**config.mk**
```make
export PLATFORM = sky130hd
export DESIGN_NAME = lfsr_prng
export DESIGN_NICKNAME = d
export VERILOG_FILES = /design/src/rtl/lfsr_prng.sv
export SDC_FILE = /design/constraint.sdc
export NUM_CORES = 1
export LEC_CHECK = 0
export ABC_AREA = 1
export BUFFER_PORTS_ARGS = -buffer_cell sky130_fd_sc_hd__buf_4
export CAP_MARGIN = 20
export CELL_PAD_IN_SITES_DETAIL_PLACEMENT = 0
export CELL_PAD_IN_SITES_GLOBAL_PLACEMENT = 1
export CORE_ASPECT_RATIO = 0.5
export CORE_MARGIN = 8
export CORE_UTILIZATION = 39
export CTS_BUF_LIST = sky130_fd_sc_hd__clkbuf_8
export CTS_CLUSTER_DIAMETER = 30
export DETAILED_ROUTE_END_ITERATION = 6
export GPL_TIMING_DRIVEN = 0
export PLACE_DENSITY = 0.82
export SYNTH_ARGS = -nofsm -noshare
export SYNTH_HDL_FRONTEND = slang
export SYNTH_SLANG_ARGS = --single-unit
```
**constraint.sdc**
```tcl
create_clock -name clk -period 1.8 [get_ports clk]
set_clock_uncertainty 0.05 [all_clocks]
set_input_delay 0.36 -clock clk [delete_from_list [all_inputs] [get_ports clk]]
set_output_delay 0.36 -clock clk [all_outputs]
set_load 0.03 [all_outputs]
```
**src/rtl/lfsr_prng.sv**
```systemverilog
// XNOR-feedback Fibonacci LFSR that packs OUT_BITS feedback bits into a word
// and hands each word out over a valid/ready handshake.
module lfsr_prng #(
  parameter int               WIDTH    = 7,
  parameter logic [WIDTH-1:0] TAPS     = WIDTH'(7'b1100000),
  parameter logic [WIDTH-1:0] SEED     = '0,
  parameter int               OUT_BITS = 4
) (
  input  logic                clk,
  input  logic                rst_n,
  input  logic                en,
  input  logic                seed_load,
  input  logic [WIDTH-1:0]    seed_in,
  input  logic                out_ready,
  output logic                out_valid,
  output logic [OUT_BITS-1:0] out_word,
  output logic                bit_o,
  output logic [WIDTH-1:0]    state_o,
  output logic                lockup_o
);

  localparam int                CNT_W   = $clog2(OUT_BITS + 1);
  localparam logic [CNT_W-1:0]  LAST    = CNT_W'(OUT_BITS);
  localparam logic [WIDTH-1:0]  ALL_ONE = '1;

  generate
    if (WIDTH < 3 || WIDTH > 32) begin : g_bad_width
      $error("lfsr_prng: WIDTH must be in 3..32");
    end
    if (OUT_BITS < 1 || OUT_BITS > 32) begin : g_bad_out_bits
      $error("lfsr_prng: OUT_BITS must be in 1..32");
    end
    if (SEED == ALL_ONE) begin : g_bad_seed
      $error("lfsr_prng: SEED must not be the all-ones lock-up state");
    end
  endgenerate

  typedef enum logic {FILL, HOLD} fsm_t;

  fsm_t                r_fsm;
  logic [WIDTH-1:0]    r_state;
  logic [OUT_BITS-1:0] r_coll;
  logic [CNT_W-1:0]    r_count;
  logic                r_out_valid;
  logic [OUT_BITS-1:0] r_out_word;
  logic                r_lockup;

  logic                w_fb;
  logic [WIDTH-1:0]    w_step;
  logic [OUT_BITS:0]   w_coll_wide;
  logic [OUT_BITS-1:0] w_coll_shift;
  logic [CNT_W-1:0]    w_count_inc;
  logic                w_lock;
  logic                w_seed_in_lock;

  assign w_fb           = ~^(r_state & TAPS);
  assign w_step         = {r_state[WIDTH-2:0], w_fb};
  // Shift through a wider vector so OUT_BITS==1 needs no special slicing.
  assign w_coll_wide    = {r_coll, w_fb};
  assign w_coll_shift   = w_coll_wide[OUT_BITS-1:0];
  assign w_count_inc    = r_count + CNT_W'(1);
  assign w_lock         = (r_state == ALL_ONE);
  assign w_seed_in_lock = (seed_in == ALL_ONE);

  always_ff @(posedge clk or negedge rst_n) begin
    if (!rst_n) begin
      r_fsm       <= FILL;
      r_state     <= SEED;
      r_coll      <= '0;
      r_count     <= '0;
      r_out_valid <= 1'b0;
      r_out_word  <= '0;
      r_lockup    <= 1'b0;
    end else begin
      r_lockup <= 1'b0;
      if (seed_load) begin
        if (w_seed_in_lock) begin
          r_state  <= SEED;
          r_lockup <= 1'b1;
        end else begin
          r_state <= seed_in;
        end
        r_coll      <= '0;
        r_count     <= '0;
        r_out_valid <= 1'b0;
        r_fsm       <= FILL;
      end else if (w_lock) begin
        // Recover from the stuck state instead of stepping; word state untouched.
        r_state  <= SEED;
        r_lockup <= 1'b1;
      end else begin
        case (r_fsm)
          FILL: begin
            if (en) begin
              r_state <= w_step;
              r_coll  <= w_coll_shift;
              if (w_count_inc == LAST) begin
                r_out_word  <= w_coll_shift;
                r_out_valid <= 1'b1;
                r_count     <= '0;
                r_fsm       <= HOLD;
              end else begin
                r_count <= w_count_inc;
              end
            end
          end
          HOLD: begin
            if (out_ready) begin
              if (en) begin
                // Accepting cycle doubles as step 1 of the next word.
                r_state <= w_step;
                r_coll  <= w_coll_shift;
                if (OUT_BITS == 1) begin
                  r_out_word <= w_coll_shift;
                end else begin
                  r_out_valid <= 1'b0;
                  r_count     <= CNT_W'(1);
                  r_fsm       <= FILL;
                end
              end else begin
                r_out_valid <= 1'b0;
                r_fsm       <= FILL;
              end
            end
          end
        endcase
      end
    end
  end

  assign out_valid = r_out_valid;
  assign out_word  = r_out_word;
  assign bit_o     = w_fb;
  assign state_o   = r_state;
  assign lockup_o  = r_lockup;

endmodule

```
### Word-level counts from Yosys, hierarchy flattened

Index checks and enable logic that the tools add are counted.

* add/sub/neg operators: 1
* equality and inequality tests: 9
* muxes and demuxes: 33
* bitwise operators: 3
* reductions and logical operators: 5

Operator list (number)
* two-way mux 7 bit: 5
* two-way mux 3 bit: 6
* two-way mux 4 bit: 4
* == test 7 bit (second input constant): 2
* case mux 7 bit (2 select lines): 1
* two-way mux 1 bit: 13
* inequality test 3 bit (second input constant): 4
* case mux 4 bit (2 select lines): 1
* AND reduction 4 bit: 2
* XNOR reduction 7 bit: 1
* case mux 3 bit (2 select lines): 1
* AND reduction 5 bit: 1
* inequality test 4 x 3 -> 1 bit (second input constant): 1
* case mux 1 bit (2 select lines): 2
* adder 3 x 1 -> 3 bit (second input constant): 1
* == test 3 bit (second input constant): 1
* inverter 1 bit: 3
* inequality test 2 bit (second input constant): 1
* AND reduction 2 bit: 1

* bits in registers: 21
* input port bits: 12
* logic and storage cells: 58

### Longest topological paths before layout

* depth after elaboration: 7
* mapped depth: 9
* depth with buffers taken out: 9

### Worst setup path after synthesis

OpenSTA, ideal clock, no wires.

* path kind: register to register
* start: reg r_state[6] (netlist: state_o[6])
* end: reg r_state[0] (netlist: state_o[0])
* arrival: 1530 ps
* required time: 1685 ps
* slack: 155 ps
* cell stages (with the launch flop): 6
* cell sequence: dfrtp_1 -> xnor2_1 -> nand3_2 -> nand2_1 -> nand2_1 -> nand2_1

* word-level cells in the longest chain between the ends: 6
* elaborated cells on any way between the ends: 8
* those cells by class: 2 x eq/ne; 5 x mux; 1 x reduce/logical

Ends and longest elaborated chain
* start, declared: RTL line 41 `logic [WIDTH-1:0] r_state;`
* start signal, assigned: RTL line 81 `r_state <= seed_in;`
* start signal, assigned: RTL line 95 `r_state <= w_step;`
* start signal, assigned: RTL line 111 `r_state <= w_step;`
* XNOR reduction 7 bit *: RTL line 56 `assign w_fb = ~^(r_state & TAPS);`
* via bit_o: RTL line 17 `output logic bit_o,`
* two-way mux 7 bit *: RTL line 94, 109
* two-way mux 7 bit: RTL line 108 `if (out_ready) begin`
* case mux 7 bit (2 select lines) *: RTL line 92 `case (r_fsm)`
* two-way mux 7 bit *: RTL line 87 `end else if (w_lock) begin`
* two-way mux 7 bit *: RTL line 76 `if (seed_load) begin`

The timed path passes the listed nets; every way through them passes the cells marked *. The select of a mux whose other input is x is not followed.
A chain may end at the register's enable or synchronous reset.

### Worst setup path after layout

* start: reg r_state[5] (netlist: state_o[5])
* end: out bit_o

* word-level cells in the longest chain between the ends: 1

Ends and longest elaborated chain (RTL line)
* XNOR reduction 7 bit: 56
* end, declared: 17

No other way between the ends.

==> run_results.csv <==
group,metric,value,unit
cts,cts_num_sinks,20,
power,ir_worst_vdd,432,uV
synth,ys_types,21,
sta,finalMaxSlewViolations,0,
placement,dp.cells,219,
sta,worst_slew_pin_slew,0.290,ns
route,route.detailed.drc,0,
synth,synth_xor_area_share,0.776,%
synth,yosysMostFrequentCell,"nand2_1",
placement,place_hpwl,1.89,mm
synth,synth_fa_ha_area_share,2.22,%
sta,finalSetupTns,0,ns
placement,gp_congestion,0.784,
synth,synthTopCellsByCount,"74 x nand2_1, 20 x dfrtp_1, 17 x inv_1",
synth,synth-edff-count,0,
synth,synth.avg_cell_area,7.19,um2
synth,synthTopCellsByArea,"dfrtp_1 44%, nand2_1 25%, inv_1 5.7%",
sta,relSlewSlack,80.5,%
power,p_per_area,878,nW/um2
cts,cts.htree.levels,1,
cts,cts_buffers,3,
cells_and_area,fillerInstances,278,
synth,synth_fp_nets,171,
critical_path,path_max_fanout,5,
sta,max_freq,0.621,GHz
synth,yosys.area.top_type_share,44.3,%
synth,synth.area.mux_share,0,%
outcome,status,"complete, no violations",
synth,yosys.area_share.simple,38.8,%
synth,syn_area,1130,um2
route,vias,1010,
critical_path,slowest_delay,0.43,ns
placement,portBuffers,25,
synth,synth_top_family_by_area,"simple AND/OR/NAND/NOR gates",
sta,setup_viol,0,
floorplan,dieArea,4980,um2
sta,rsz0062_at_grt,"false",
critical_path,start_kind,"register",
power,p_leak,0.819,nW
critical_path,crit_required,1.39,ns
critical_path,critPathSlowestCell,"dfrtp_1",
cts,clk-insertion-delay-late,0.26,ns
synth,netlist_instances,157,
cells_and_area,final_cells,224,
cells_and_area,areaGrowthSynthToFinish,27.9,%
route,drtIter0Drc,24,
floorplan,die_h,54.0,um
cells_and_area,drive_gt1_share,24.1,%
global_route,overflow,0,
global_route,grt_max_degree,21,
route,first_pass_iters,4,
critical_path,worstSetupPathType,"reg2out",
global_route,antenna_found_initial,0,
critical_path,worstPathCellList,"xnor2_1, buf_4",
critical_path,cp-end-kind,"output port",
route,wl_per_cell,10.8,um
cts,clkTransAtPathRegs,0.08,ns
cts,clockBufferDepth,2,
cts,cts_tree,"built",
flow_run,maxCapViolCount,0,
synth,synthArstFlopShare,100,%
synth,yosysTopAreaCell,"dfrtp_1",
floorplan,io_pins,26,
floorplan,die_w,92.1,um
route,ant_nets,0,
sta,period_needed,1.61,ns
floorplan,start_util,42.3,%
floorplan,core-area,2670,um2
cells_and_area,num-nets-final,202,
route,drt-total-wl,2.42,mm
min_path,min_path_type,"in2reg",
sta,period_share,89.5,%
synth,synth_warnings,0,
sta,hold_slack,0.382,ns
global_route,grtUsageTotal,10.6,%
global_route,grt_pass1_wl,4.19,mm
route,avgViaCountPerCell,4.51,
global_route,grt_pass1_vias,979,
power,p_total,1.27,mW
cts,clock-root-buffer,"clkbuf_8",
floorplan,num_rows,13,
synth,ys_seq_area_share,44.3,%
synth,synth-compound-area-share,5.21,%
critical_path,arrival,1.20,ns
cells_and_area,diodes,0,
sta,hold_violations,0,
cts,ctsResizeCount,0,
synth,yosys_most_used_dff,"dfrtp_1",
synth,synth-seq-cells,20,
cells_and_area,final_util,54.1,%
## state kept, by name (all words and copies together) (netlist names)
| register | flops |
|---|---|
| lockup_o | 1 |
| state_o | 7 |
| r_count | 3 |
| out_word | 4 |
| out_valid | 1 |
| r_coll | 3 |
| r_fsm | 1 |
## cells in the final DEF, fill, tap and decap left out, types with 2 or more instances in the layout
master,count
inv_1,17
buf_4,26
dfrtp_1,20
o21ai_1,7
nand3_2,2
o21ai_0,2
nor2_1,6
ha_1,2
nor2_2,2
clkbuf_8,3
inv_2,4
nand2_1,74
nand2_2,3
nand3_1,9
## cells by family after synthesis
group / Yosys count
adders and majority gates: 2
and+or+nand+nor: 100
xor gates and xnor gates: 1
buffers and inverters: 23
AOI/OAI and AO/OA: 11
DFF: 20
## cell type report
class,count,area [um2],share of cell area [%]
clock inverter,1,30.0,2.08
multi-input combinational,114,531,36.7
inverter,21,78.8,5.46
buffer,2,18.8,1.30
timing repair buffer,26,198,13.7
clock buffer,3,41.3,2.86
sequential,20,500,34.7
tap,37,46.3,3.21
## per-layer routing
metal / wire length [um] / global-route usage [%] / up-vias
met3: 76 / 3.19 / 4
met5: 0 / 0 / -
li1: - / - / 543
met2: 1150 / 19.1 / 10
met1: 1160 / 11.9 / 453
met4: 29 / 3.96 / 0
## final timing paths
path,startpoint,slack [ns],endpoint,depth (start not counted)
min,en,0.38,r_coll[0]$_DFFE_PN0P_,3
max reg2reg,r_count[0]$_DFFE_PN0P_,0.36,out_word[1]$_DFFE_PN0P_,7
max,state_o[5]$_DFFE_PN0P_,0.19,bit_o,2
min in group asynchronous,rst_n,0.46,state_o[4]$_DFFE_PN0P_,2
min reg2reg,out_word[0]$_DFFE_PN0P_,0.43,out_word[0]$_DFFE_PN0P_,2
max in group asynchronous,rst_n,1.03,lockup_o$_DFF_PN0_,2
## critical path, delay by kind of cell (launching register included)
family | cells | cell delay [ns]
flip-flops | 1 | 0.43
XOR/XNOR | 1 | 0.28
buffers and inverters | 1 | 0.22
## power breakdown
group / switching (mW) / leakage, nW / internal (mW)
combinational: 0.176 / 0.519 / 0.110
clock: 0.155 / 0.0357 / 0.297
sequential: 0.0389 / 0.264 / 0.492
total: 0.370 / 0.819 / 0.898
## what timing repair did
item	4_1_cts	5_1_grt
setup buffers	0	0
endpoints found under the hold margin	20	0
endpoints found under the setup margin	0	0
hold buffers	1	0
## stage by stage
step / setup slack (ns) / area, um2
final: 0.190 / 1440
after CTS: 0.172 / 1440
after detailed placement: 0.366 / 1360
after floorplan: 0.155 / 1130
after global routing: 0.0876 / 1440
after global placement: 0.360 / 1360
Power figures use the tool's default switching activity.
